--- src/rtl/cmul_scheduler_if.sv ---
// rtl/cmul_scheduler_if.sv - operand, result and multiplier bus of cmul_scheduler (conj_b exists only with CMUL_CONJ_EN)
interface cmul_scheduler_if #(parameter int DATA_WIDTH = 16);
  logic                  in_valid;
  logic                  in_ready;
  logic [DATA_WIDTH-1:0] ar;
  logic [DATA_WIDTH-1:0] ai;
  logic [DATA_WIDTH-1:0] br;
  logic [DATA_WIDTH-1:0] bi;
`ifdef CMUL_CONJ_EN
  logic                  conj_b;
`endif
  logic                  out_valid;
  logic                  out_ready;
  logic [DATA_WIDTH-1:0] re;
  logic [DATA_WIDTH-1:0] im;
  logic                  err;
  logic                  mul_enable;
  logic [DATA_WIDTH-1:0] mul_a;
  logic [DATA_WIDTH-1:0] mul_b;
  logic                  mul_done;
  logic [DATA_WIDTH-1:0] mul_product;

  modport slave (
`ifdef CMUL_CONJ_EN
    input  conj_b,
`endif
    input  in_valid, ar, ai, br, bi, out_ready, mul_done, mul_product,
    output in_ready, out_valid, re, im, err, mul_enable, mul_a, mul_b
  );

  modport master (
`ifdef CMUL_CONJ_EN
    output conj_b,
`endif
    output in_valid, ar, ai, br, bi, out_ready, mul_done, mul_product,
    input  in_ready, out_valid, re, im, err, mul_enable, mul_a, mul_b
  );
endinterface

--- src/rtl/cmul_scheduler.sv ---
// rtl/cmul_scheduler.sv - complex multiply sequenced over one shared real multiplier
// Optional CMUL_CONJ_EN: conj_b input selects A*conj(B).
module cmul_scheduler #(
  parameter int DATA_WIDTH = 16,
  parameter int TIMEOUT    = 64
) (
  input  logic              clk,
  input  logic              reset,
  cmul_scheduler_if.slave   bus
);
  localparam int DW = DATA_WIDTH;
  localparam logic [DW-1:0] MAX_V = {1'b0, {(DW-1){1'b1}}};
  localparam logic [DW-1:0] MIN_V = {1'b1, {(DW-1){1'b0}}};

  typedef enum logic [2:0] {IDLE, ISSUE, WAIT, COMBINE, OUT} state_t;

  state_t          state;
  logic [1:0]      k;
  logic [31:0]     wd_cnt;
  logic [DW-1:0]   op_ar, op_ai, op_br, op_bi;
  logic [DW-1:0]   p [4];
  logic [DW-1:0]   bi_eff;
  logic            in_ready, out_valid, err, mul_enable;
  logic [DW-1:0]   re, im, mul_a, mul_b;

  function automatic logic [DW-1:0] sat_addsub(input logic [DW-1:0] a, input logic [DW-1:0] b,
                                               input logic sub);
    logic [DW:0] s;
    s = sub ? ({a[DW-1], a} - {b[DW-1], b}) : ({a[DW-1], a} + {b[DW-1], b});
    return (s[DW] != s[DW-1]) ? (s[DW] ? MIN_V : MAX_V) : s[DW-1:0];
  endfunction

  // k order: ar*br, ai*bi, ar*bi, ai*br
  function automatic logic [2*DW-1:0] pick(input logic [1:0] idx,
                                           input logic [DW-1:0] xr, input logic [DW-1:0] xi,
                                           input logic [DW-1:0] yr, input logic [DW-1:0] yi);
    case (idx)
      2'd0:    return {xr, yr};
      2'd1:    return {xi, yi};
      2'd2:    return {xr, yi};
      default: return {xi, yr};
    endcase
  endfunction

`ifdef CMUL_CONJ_EN
  // The most negative value has no positive twin, so negation saturates.
  assign bi_eff = bus.conj_b ? ((bus.bi == MIN_V) ? MAX_V : ((~bus.bi) + {{(DW-1){1'b0}}, 1'b1}))
                             : bus.bi;
`else
  assign bi_eff = bus.bi;
`endif

  always_ff @(posedge clk) begin
    if (reset) begin
      state      <= IDLE;
      k          <= 2'd0;
      wd_cnt     <= '0;
      in_ready   <= 1'b1;
      out_valid  <= 1'b0;
      mul_enable <= 1'b0;
      err        <= 1'b0;
      re         <= '0;
      im         <= '0;
      mul_a      <= '0;
      mul_b      <= '0;
    end else begin
      mul_enable <= 1'b0;
      case (state)
        IDLE: begin
          if (bus.in_valid) begin
            op_ar      <= bus.ar;
            op_ai      <= bus.ai;
            op_br      <= bus.br;
            op_bi      <= bi_eff;
            mul_a      <= bus.ar;
            mul_b      <= bus.br;
            k          <= 2'd0;
            in_ready   <= 1'b0;
            mul_enable <= 1'b1;
            state      <= ISSUE;
          end
        end
        ISSUE: begin
          wd_cnt <= '0;
          state  <= WAIT;
        end
        WAIT: begin
          if (bus.mul_done) begin
            p[k] <= bus.mul_product;
            if (k != 2'd3) begin
              k              <= k + 2'd1;
              {mul_a, mul_b} <= pick(k + 2'd1, op_ar, op_ai, op_br, op_bi);
              mul_enable     <= 1'b1;
              state          <= ISSUE;
            end else begin
              state <= COMBINE;
            end
          end else if (TIMEOUT != 0 && wd_cnt == 32'(TIMEOUT - 1)) begin
            // Stalled multiplier: abandon the remaining products and flag the result.
            re        <= '0;
            im        <= '0;
            err       <= 1'b1;
            out_valid <= 1'b1;
            state     <= OUT;
          end else begin
            wd_cnt <= wd_cnt + 32'd1;
          end
        end
        COMBINE: begin
          re        <= sat_addsub(p[0], p[1], 1'b1);
          im        <= sat_addsub(p[2], p[3], 1'b0);
          out_valid <= 1'b1;
          state     <= OUT;
        end
        OUT: begin
          if (bus.out_ready) begin
            out_valid <= 1'b0;
            err       <= 1'b0;
            in_ready  <= 1'b1;
            state     <= IDLE;
          end
        end
        default: state <= IDLE;
      endcase
    end
  end

  assign bus.in_ready   = in_ready;
  assign bus.out_valid  = out_valid;
  assign bus.re         = re;
  assign bus.im         = im;
  assign bus.err        = err;
  assign bus.mul_enable = mul_enable;
  assign bus.mul_a      = mul_a;
  assign bus.mul_b      = mul_b;
endmodule

--- src/flat_wrapper.sv ---
// flat-port wrapper written by rule: the top's interface ports become plain ports
module cmul_scheduler_flat 
#(
  parameter int DATA_WIDTH = 16,
  parameter int TIMEOUT    = 64
)
  (clk, reset, bus_in_valid, bus_ar, bus_ai, bus_br, bus_bi, bus_out_ready, bus_mul_done, bus_mul_product, bus_in_ready, bus_out_valid, bus_re, bus_im, bus_err, bus_mul_enable, bus_mul_a, bus_mul_b);
  cmul_scheduler_if #(.DATA_WIDTH(DATA_WIDTH)) bus_i ();
  input  logic clk;
  input  logic reset;
  input wire logic [$bits(bus_i.in_valid)-1:0] bus_in_valid;
  input wire logic [$bits(bus_i.ar)-1:0] bus_ar;
  input wire logic [$bits(bus_i.ai)-1:0] bus_ai;
  input wire logic [$bits(bus_i.br)-1:0] bus_br;
  input wire logic [$bits(bus_i.bi)-1:0] bus_bi;
  input wire logic [$bits(bus_i.out_ready)-1:0] bus_out_ready;
  input wire logic [$bits(bus_i.mul_done)-1:0] bus_mul_done;
  input wire logic [$bits(bus_i.mul_product)-1:0] bus_mul_product;
  output wire logic [$bits(bus_i.in_ready)-1:0] bus_in_ready;
  output wire logic [$bits(bus_i.out_valid)-1:0] bus_out_valid;
  output wire logic [$bits(bus_i.re)-1:0] bus_re;
  output wire logic [$bits(bus_i.im)-1:0] bus_im;
  output wire logic [$bits(bus_i.err)-1:0] bus_err;
  output wire logic [$bits(bus_i.mul_enable)-1:0] bus_mul_enable;
  output wire logic [$bits(bus_i.mul_a)-1:0] bus_mul_a;
  output wire logic [$bits(bus_i.mul_b)-1:0] bus_mul_b;
  assign bus_i.in_valid = bus_in_valid;
  assign bus_i.ar = bus_ar;
  assign bus_i.ai = bus_ai;
  assign bus_i.br = bus_br;
  assign bus_i.bi = bus_bi;
  assign bus_i.out_ready = bus_out_ready;
  assign bus_i.mul_done = bus_mul_done;
  assign bus_i.mul_product = bus_mul_product;
  assign bus_in_ready = bus_i.in_ready;
  assign bus_out_valid = bus_i.out_valid;
  assign bus_re = bus_i.re;
  assign bus_im = bus_i.im;
  assign bus_err = bus_i.err;
  assign bus_mul_enable = bus_i.mul_enable;
  assign bus_mul_a = bus_i.mul_a;
  assign bus_mul_b = bus_i.mul_b;
  cmul_scheduler #(.DATA_WIDTH(DATA_WIDTH), .TIMEOUT(TIMEOUT)) u_core (.clk(clk), .reset(reset), .bus(bus_i));
endmodule
--- config.mk ---
export PLATFORM = sky130hd
export DESIGN_NAME = cmul_scheduler_flat
export DESIGN_NICKNAME = d
export VERILOG_FILES = /design/src/rtl/cmul_scheduler_if.sv /design/src/rtl/cmul_scheduler.sv /design/src/flat_wrapper.sv
export SDC_FILE = /design/constraint.sdc
export NUM_CORES = 1
export LEC_CHECK = 0
export CORE_MARGIN = 5
export CORE_UTILIZATION = 54
export CTS_CLUSTER_DIAMETER = 200
export DETAILED_ROUTE_END_ITERATION = 7
export GPL_ROUTABILITY_DRIVEN = 0
export PLACE_DENSITY_LB_ADDON = 0.1
export SLEW_MARGIN = 20
export SYNTH_ARGS = -nofsm -noshare
export SYNTH_HDL_FRONTEND = slang
export SYNTH_SLANG_ARGS = --single-unit
--- constraint.sdc ---
create_clock -name clk -period 9.9 [get_ports clk]
set_clock_uncertainty 0.05 [all_clocks]
set_input_delay 1.485 -clock clk [delete_from_list [all_inputs] [get_ports clk]]
set_output_delay 1.485 -clock clk [all_outputs]
set_load 0.01 [all_outputs]
Yosys cells after proc, flatten, opt, wreduce, memory -nomap -nowiden
Memory sizes are Yosys's and may differ from the RTL's.
Cells that the tools add are included.
- add/subtract/negate cells: 4
- equal/unequal tests: 18
- bitwise logic cells: 1
- reductions and logical operators: 16
- multiplexer cells: 46
- operator list (operator ; number):
    2-to-1 mux 16 bit ; 12
    one-hot mux 16 bit (2 select lines) ; 4
    one-hot mux 32 bit (3 select lines) ; 1
    2-to-1 mux 32 bit ; 2
    one-hot mux 32 bit (2 select lines) ; 1
    adder 32 x 1 -> 32 bit, second input constant ; 1
    equality test 32 x 6 -> 1 bit, second input constant ; 1
    adder 16 x 16 -> 17 bit ; 1
    subtractor 16 x 16 -> 17 bit ; 1
    one-hot mux 3 bit (5 select lines) ; 1
    AND reduction 3 bit ; 5
    2-to-1 mux 1 bit ; 12
    2-to-1 mux 3 bit ; 4
    inequality test 2 bit, second input constant ; 6
    AND reduction 4 bit ; 3
    nonzero test 2 bit ; 5
    2-to-1 mux 2 bit ; 4
    equality test 3 x 2 -> 1 bit, second input constant ; 2
    one-hot mux 1 bit (2 select lines) ; 3
    inequality test 2 x 1 -> 1 bit, second input constant ; 2
    one-hot mux 2 bit (2 select lines) ; 1
    equality test 3 x 1 -> 1 bit, second input constant ; 1
    equality test 3 bit, second input constant ; 1
    zero test 3 bit ; 1
    9 further kinds ; 10
- flip-flop bits (word level): 169
- logic and storage cells: 101
- RAM bits: 64
- output and inout port bits: 68
- memories: 1
- input port bits: 85
- memories (memory ; depth ; width ; read ports ; clocked after Yosys merged registers in ; wr ports ; line ; text):
    u_core.p ; 4 ; 16 ; 4 ; 0 ; 1 ; cmul_scheduler.sv:21 ; logic [DW-1:0] p [4];

Longest topological paths before layout
- depth after elaboration: 6
- mapped depth: 13
- depth with buffers taken out: 12

Least setup slack after synthesis
Ideal clock, no wire load.
- path kind: input-to-reg
- from: in reset
- to: reg u_core.op_ai[0], enable pin
- cell stages on the path: 3
- required time: 9206 ps
- setup time: 644 ps
- arrival time: 7989 ps
- slack: 1218 ps
- buffers on the path: 2
- cell sequence: clkbuf_1 clkbuf_1 nor4_1
- longest elaborated chain between the ends: 2
- RTL lines (what ; line ; text):
    start, declared ; flat_wrapper.sv:10 ; input logic reset;
    NOT 1 bit (no source line) ; -- ;
    AND reduction 3 bit (no source line) ; -- ;
    end signal, assigned ; cmul_scheduler.sv:72 ; op_ai <= bus.ai;
    end, declared ; cmul_scheduler.sv:20 ; logic [DW-1:0] op_ar, op_ai, op_br, op_bi;
Every way passes these cells.
A chain may end at the register's enable or synchronous reset.

==> impl_summary.md <==
Synthesis
The largest total area in the synthesized netlist belongs to edfxtp_1. The leading register cell type out of synthesis is edfxtp_1. When the netlist entered floorplanning its net count stood at 1069. The instance count of the mapped netlist is 942. The mapped netlist covers 10290 um2. By area the synthesized netlist is led by edfxtp_1 (37%), dfxtp_1 (20%), ha_1 (4.9%). The number of warnings printed during yosys synthesis is 0. The share of the yosys chip area belonging to registers is 0.5778.

The share of synthesized area in the top cell type comes to 0.3735. The total of flip-flops plus latches after synthesis is 233. The mean instance size in the synthesized netlist is 10.92 um2. Counting flops with a built-in enable in the synthesized netlist gives 128. The netlist uses 64 different library cells.

In the synthesized netlist the async set-or-reset flop fraction comes to 0.

Clocking
TritonCTS built the clock tree. Post-CTS repair changed the size of 0 cells. TritonCTS created 26 clock buffers. The CTS sink count is 233. Counting along the longest clock path gives a buffer depth of 3. The tree is rooted in a clkbuf_16. In this run the post-CTS setup repair buffer count came out at 0.

The deepest level of the CTS H-tree is 1. The insertion delay of the later-clocked pin in the worst-skew pair is 0.53 ns. After clock tree synthesis, the clock-pin slew on the worst setup and hold paths is 0.06 ns. The hold buffer count at CTS is 0.

Route
After detailed routing, the number of remaining DRC violations is 0. Dividing the detail-routed via count by the number of cells gives 5.692. The first-pass iteration count of the detailed router is 7.

The routed design has 23240 um of wire. In this run the remaining antenna-violating nets after routing total 0. The violation count after the first detailed-route iteration is 339. The routed wirelength normalized by instance count is 17.31 um. The routed layout has 7638 vias.

STA
The portion of the clock cycle consumed by the worst path in the final layout is 0.3510. The maximum clock frequency is 287.8 MHz. Subtracting the final worst setup slack from the clock period gives 3.475 ns. The slew at the pin closest to its max-slew limit is 0.8979 ns.

After routing, the total negative slack on setup checks comes to 0 ns. The total count of hold-check failures in the final report came to 0. The worst setup margin is 6.425 ns. The total of endpoints with negative setup slack in the final report is 0. The relative slew slack is 0.4014. The final count of pins violating max slew is 0. Setup repair after global routing left no endpoint under its margin.

GRT
The combined global-route utilization of all metal layers is 0.2084. The number of antenna violations at the first check in global routing is 0. The first global-routing pass estimated 37620 um of wire. The via count of the first global-routing pass was 7385.

The maximum number of pins on one net before global-route repair is 70. The total grt overflow is 0.

Critical path
The worst setup path is launched from a flip-flop. In this design, the stage delay of the slowest critical-path cell is 0.43 ns. At the worst endpoint, the arrival time is 3.84 ns.

The launch instance of the worst register-to-register path is u_core.p[2][0]$_DFFE_PP_. The number of cell instances on the worst register-to-register path is 10. The signal on the critical path passes through ha_1 -> fa_1 -> a211oi_1 -> o21ai_1 -> o31a_1 -> a31o_2 -> o311ai_2 -> or2_1 -> nor2_2 -> a221o_1. The category of the most critical setup path is reg2reg.

The worst register-to-register path ends at u_core.bus.im[11]$_SDFFE_PP0P_. The maximum fanout along the worst path is 10. Tracing the worst setup path back leads to its startpoint at u_core.p[2][0]$_DFFE_PP_. The end point of the critical path is u_core.bus.im[11]$_SDFFE_PP0P_.

The data required time of the critical path is 10.26 ns. The critical path endpoint category is a flip-flop. The cell type of the slowest stage on the worst timing path is fa_1. The setup check on the worst reg-to-reg path leaves a slack of 6.43 ns.

Power and ir drop
The completed layout was analyzed and its total power is 2.226 mW. The power density relative to cell area is 172.4 nW/um2. In this run the static leakage power is 4.566 nW.

The worst IR drop on VDD is 0.1441 mV.

Cells and area
The layout-stage area growth over the synthesis result is 25.49%. In the final layout, the registers with the most flip-flops are u_core.p x64, u_core.wd_cnt x32. Of the cells placed in the final design, the portion with a size suffix greater than 1 is 0.06047. In the layout the commonest cells are clkdlybuf4s50_1 (151), edfxtp_1 (128), nor2_1 (118). The register with the most flip-flops in the layout has 64 of them. In the final design database the tool counted 1215 nets.

The commonest non-fill, non-tap cell in the layout is clkdlybuf4s50_1. The final design utilization is 0.6903. Summing all non-filler instances in the final layout gives an area of 12910 um2. The antenna diode instance count is 0.

u_core.p holds more flip-flops than any other register.

Die
Measured along the y axis, the die boundary spans 148.0 um. The initial utilization of the core area, before any placement, comes to 0.5501. In this run the standard cell core region covers 18710 um2. The die covers 21920 um2. The site row count is 50. For this design the top-level I/O count stands at 153. The die boundary width is 148.0 um.

Outcome
The flow ran to the end, and the final reports show no timing, DRC or antenna violations.

Job
The max-capacitance violation count is 0.

Place
Detailed placement finished with a half-perimeter wire length of 15600 um. Prior to clock tree synthesis, the placed netlist has a worst setup slack of 6.041 ns. The number of buffer cells added on primary ports is 152. The placed instances occupy a cell area of 12020 um2.

Hold path
The tightest min-delay check is of the reg2reg type.
==> how the worst min path moves through the flow <==
stage	start	to	slack, ns	cells after the start
floorplan	u_core.wd_cnt[1]$_SDFFE_PP0P_	u_core.wd_cnt[1]$_SDFFE_PP0P_	0.40	2
CTS	u_core.bus.re[15]$_SDFFE_PP0P_	u_core.bus.re[15]$_SDFFE_PP0P_	0.41	2
detailed placement	u_core.bus.re[15]$_SDFFE_PP0P_	u_core.bus.re[15]$_SDFFE_PP0P_	0.40	2
global route	u_core.bus.re[15]$_SDFFE_PP0P_	u_core.bus.re[15]$_SDFFE_PP0P_	0.44	2
finish	u_core.bus.re[15]$_SDFFE_PP0P_	u_core.bus.re[15]$_SDFFE_PP0P_	0.40	2
global placement	u_core.bus.re[15]$_SDFFE_PP0P_	u_core.bus.re[15]$_SDFFE_PP0P_	0.39	2
==> critical path, delay by kind of cell (launching register included) <==
family	cells	cell delay, ns
AO/OA/AOI/OAI	6	1.68
AND/OR/NAND/NOR	2	0.59
flip-flops	1	0.38
adder cells (fa/ha/maj)	2	0.66
==> cells in the mapped netlist, types with 11 or more instances <==
cell and count:
a211oi_1 18, nand2_1 71, a221oi_1 17, ha_1 40
nand3_1 16, nor3_1 31, inv_1 30, nor2_1 118
mux2i_1 16, a21o_1 11, clkbuf_1 36, a311oi_1 18
xor2_1 14, xnor2_1 31, o21ai_0 23, a21oi_1 83
edfxtp_1 128, dfxtp_1 105
==> where the power goes <==
part / switching [mW] / total, mW / internal, mW
combinational: 0.0874 / 0.168 / 0.0808
sequential: 0.0154 / 1.07 / 1.05
clock: 0.383 / 0.990 / 0.607
==> final cells by class <==
| type | count | area, um2 |
|---|---|---|
| inverter | 31 | 116.4 |
| sequential | 233 | 5946 |
| clock inverter | 13 | 191.4 |
| fill | 1407 | 5793 |
| multi-input combinational | 635 | 4078 |
| tap | 234 | 292.8 |
| timing repair buffer | 161 | 1584 |
| clock buffer | 35 | 704.4 |
==> routing by layer <==
metal / vias to the layer above / share of wire / GRT usage
li1: 3794 / - / -
met1: 3601 / 0.46 / 0.2891
met2: 212 / 0.46 / 0.3373
met3: 31 / 0.067 / 0.04997
met4: 0 / 0.019 / 0.04342
met5: - / 0 / 0
==> logic make-up (layout without fill, tap and decap cells) <==
| kind of cell | Yosys count | in the layout | synth area share |
|---|---|---|---|
| adder cells (fa/ha/maj) | 44 | 44 | 0.05447 |
| buffers and inverters | 74 | 240 | 0.02833 |
| AND/OR/NAND/NOR | 306 | 306 | 0.1375 |
| AO/OA/AOI/OAI | 224 | 224 | 0.1480 |
| multiplexers | 16 | 16 | 0.01556 |
| flip-flops | 233 | 233 | 0.5778 |
| XOR/XNOR | 45 | 45 | 0.03830 |
==> metrics by stage <==
| step | std cells | hold slack, ns |
|---|---|---|
| finish | 1342 | 0.4039 |
| floorplan | 942 | 0.3992 |
| global route | 1342 | 0.4417 |
| global placement | 1294 | 0.3927 |
| CTS | 1342 | 0.4094 |
| detailed placement | 1294 | 0.4008 |
No activity file was read; power rests on OpenSTA's default activity.
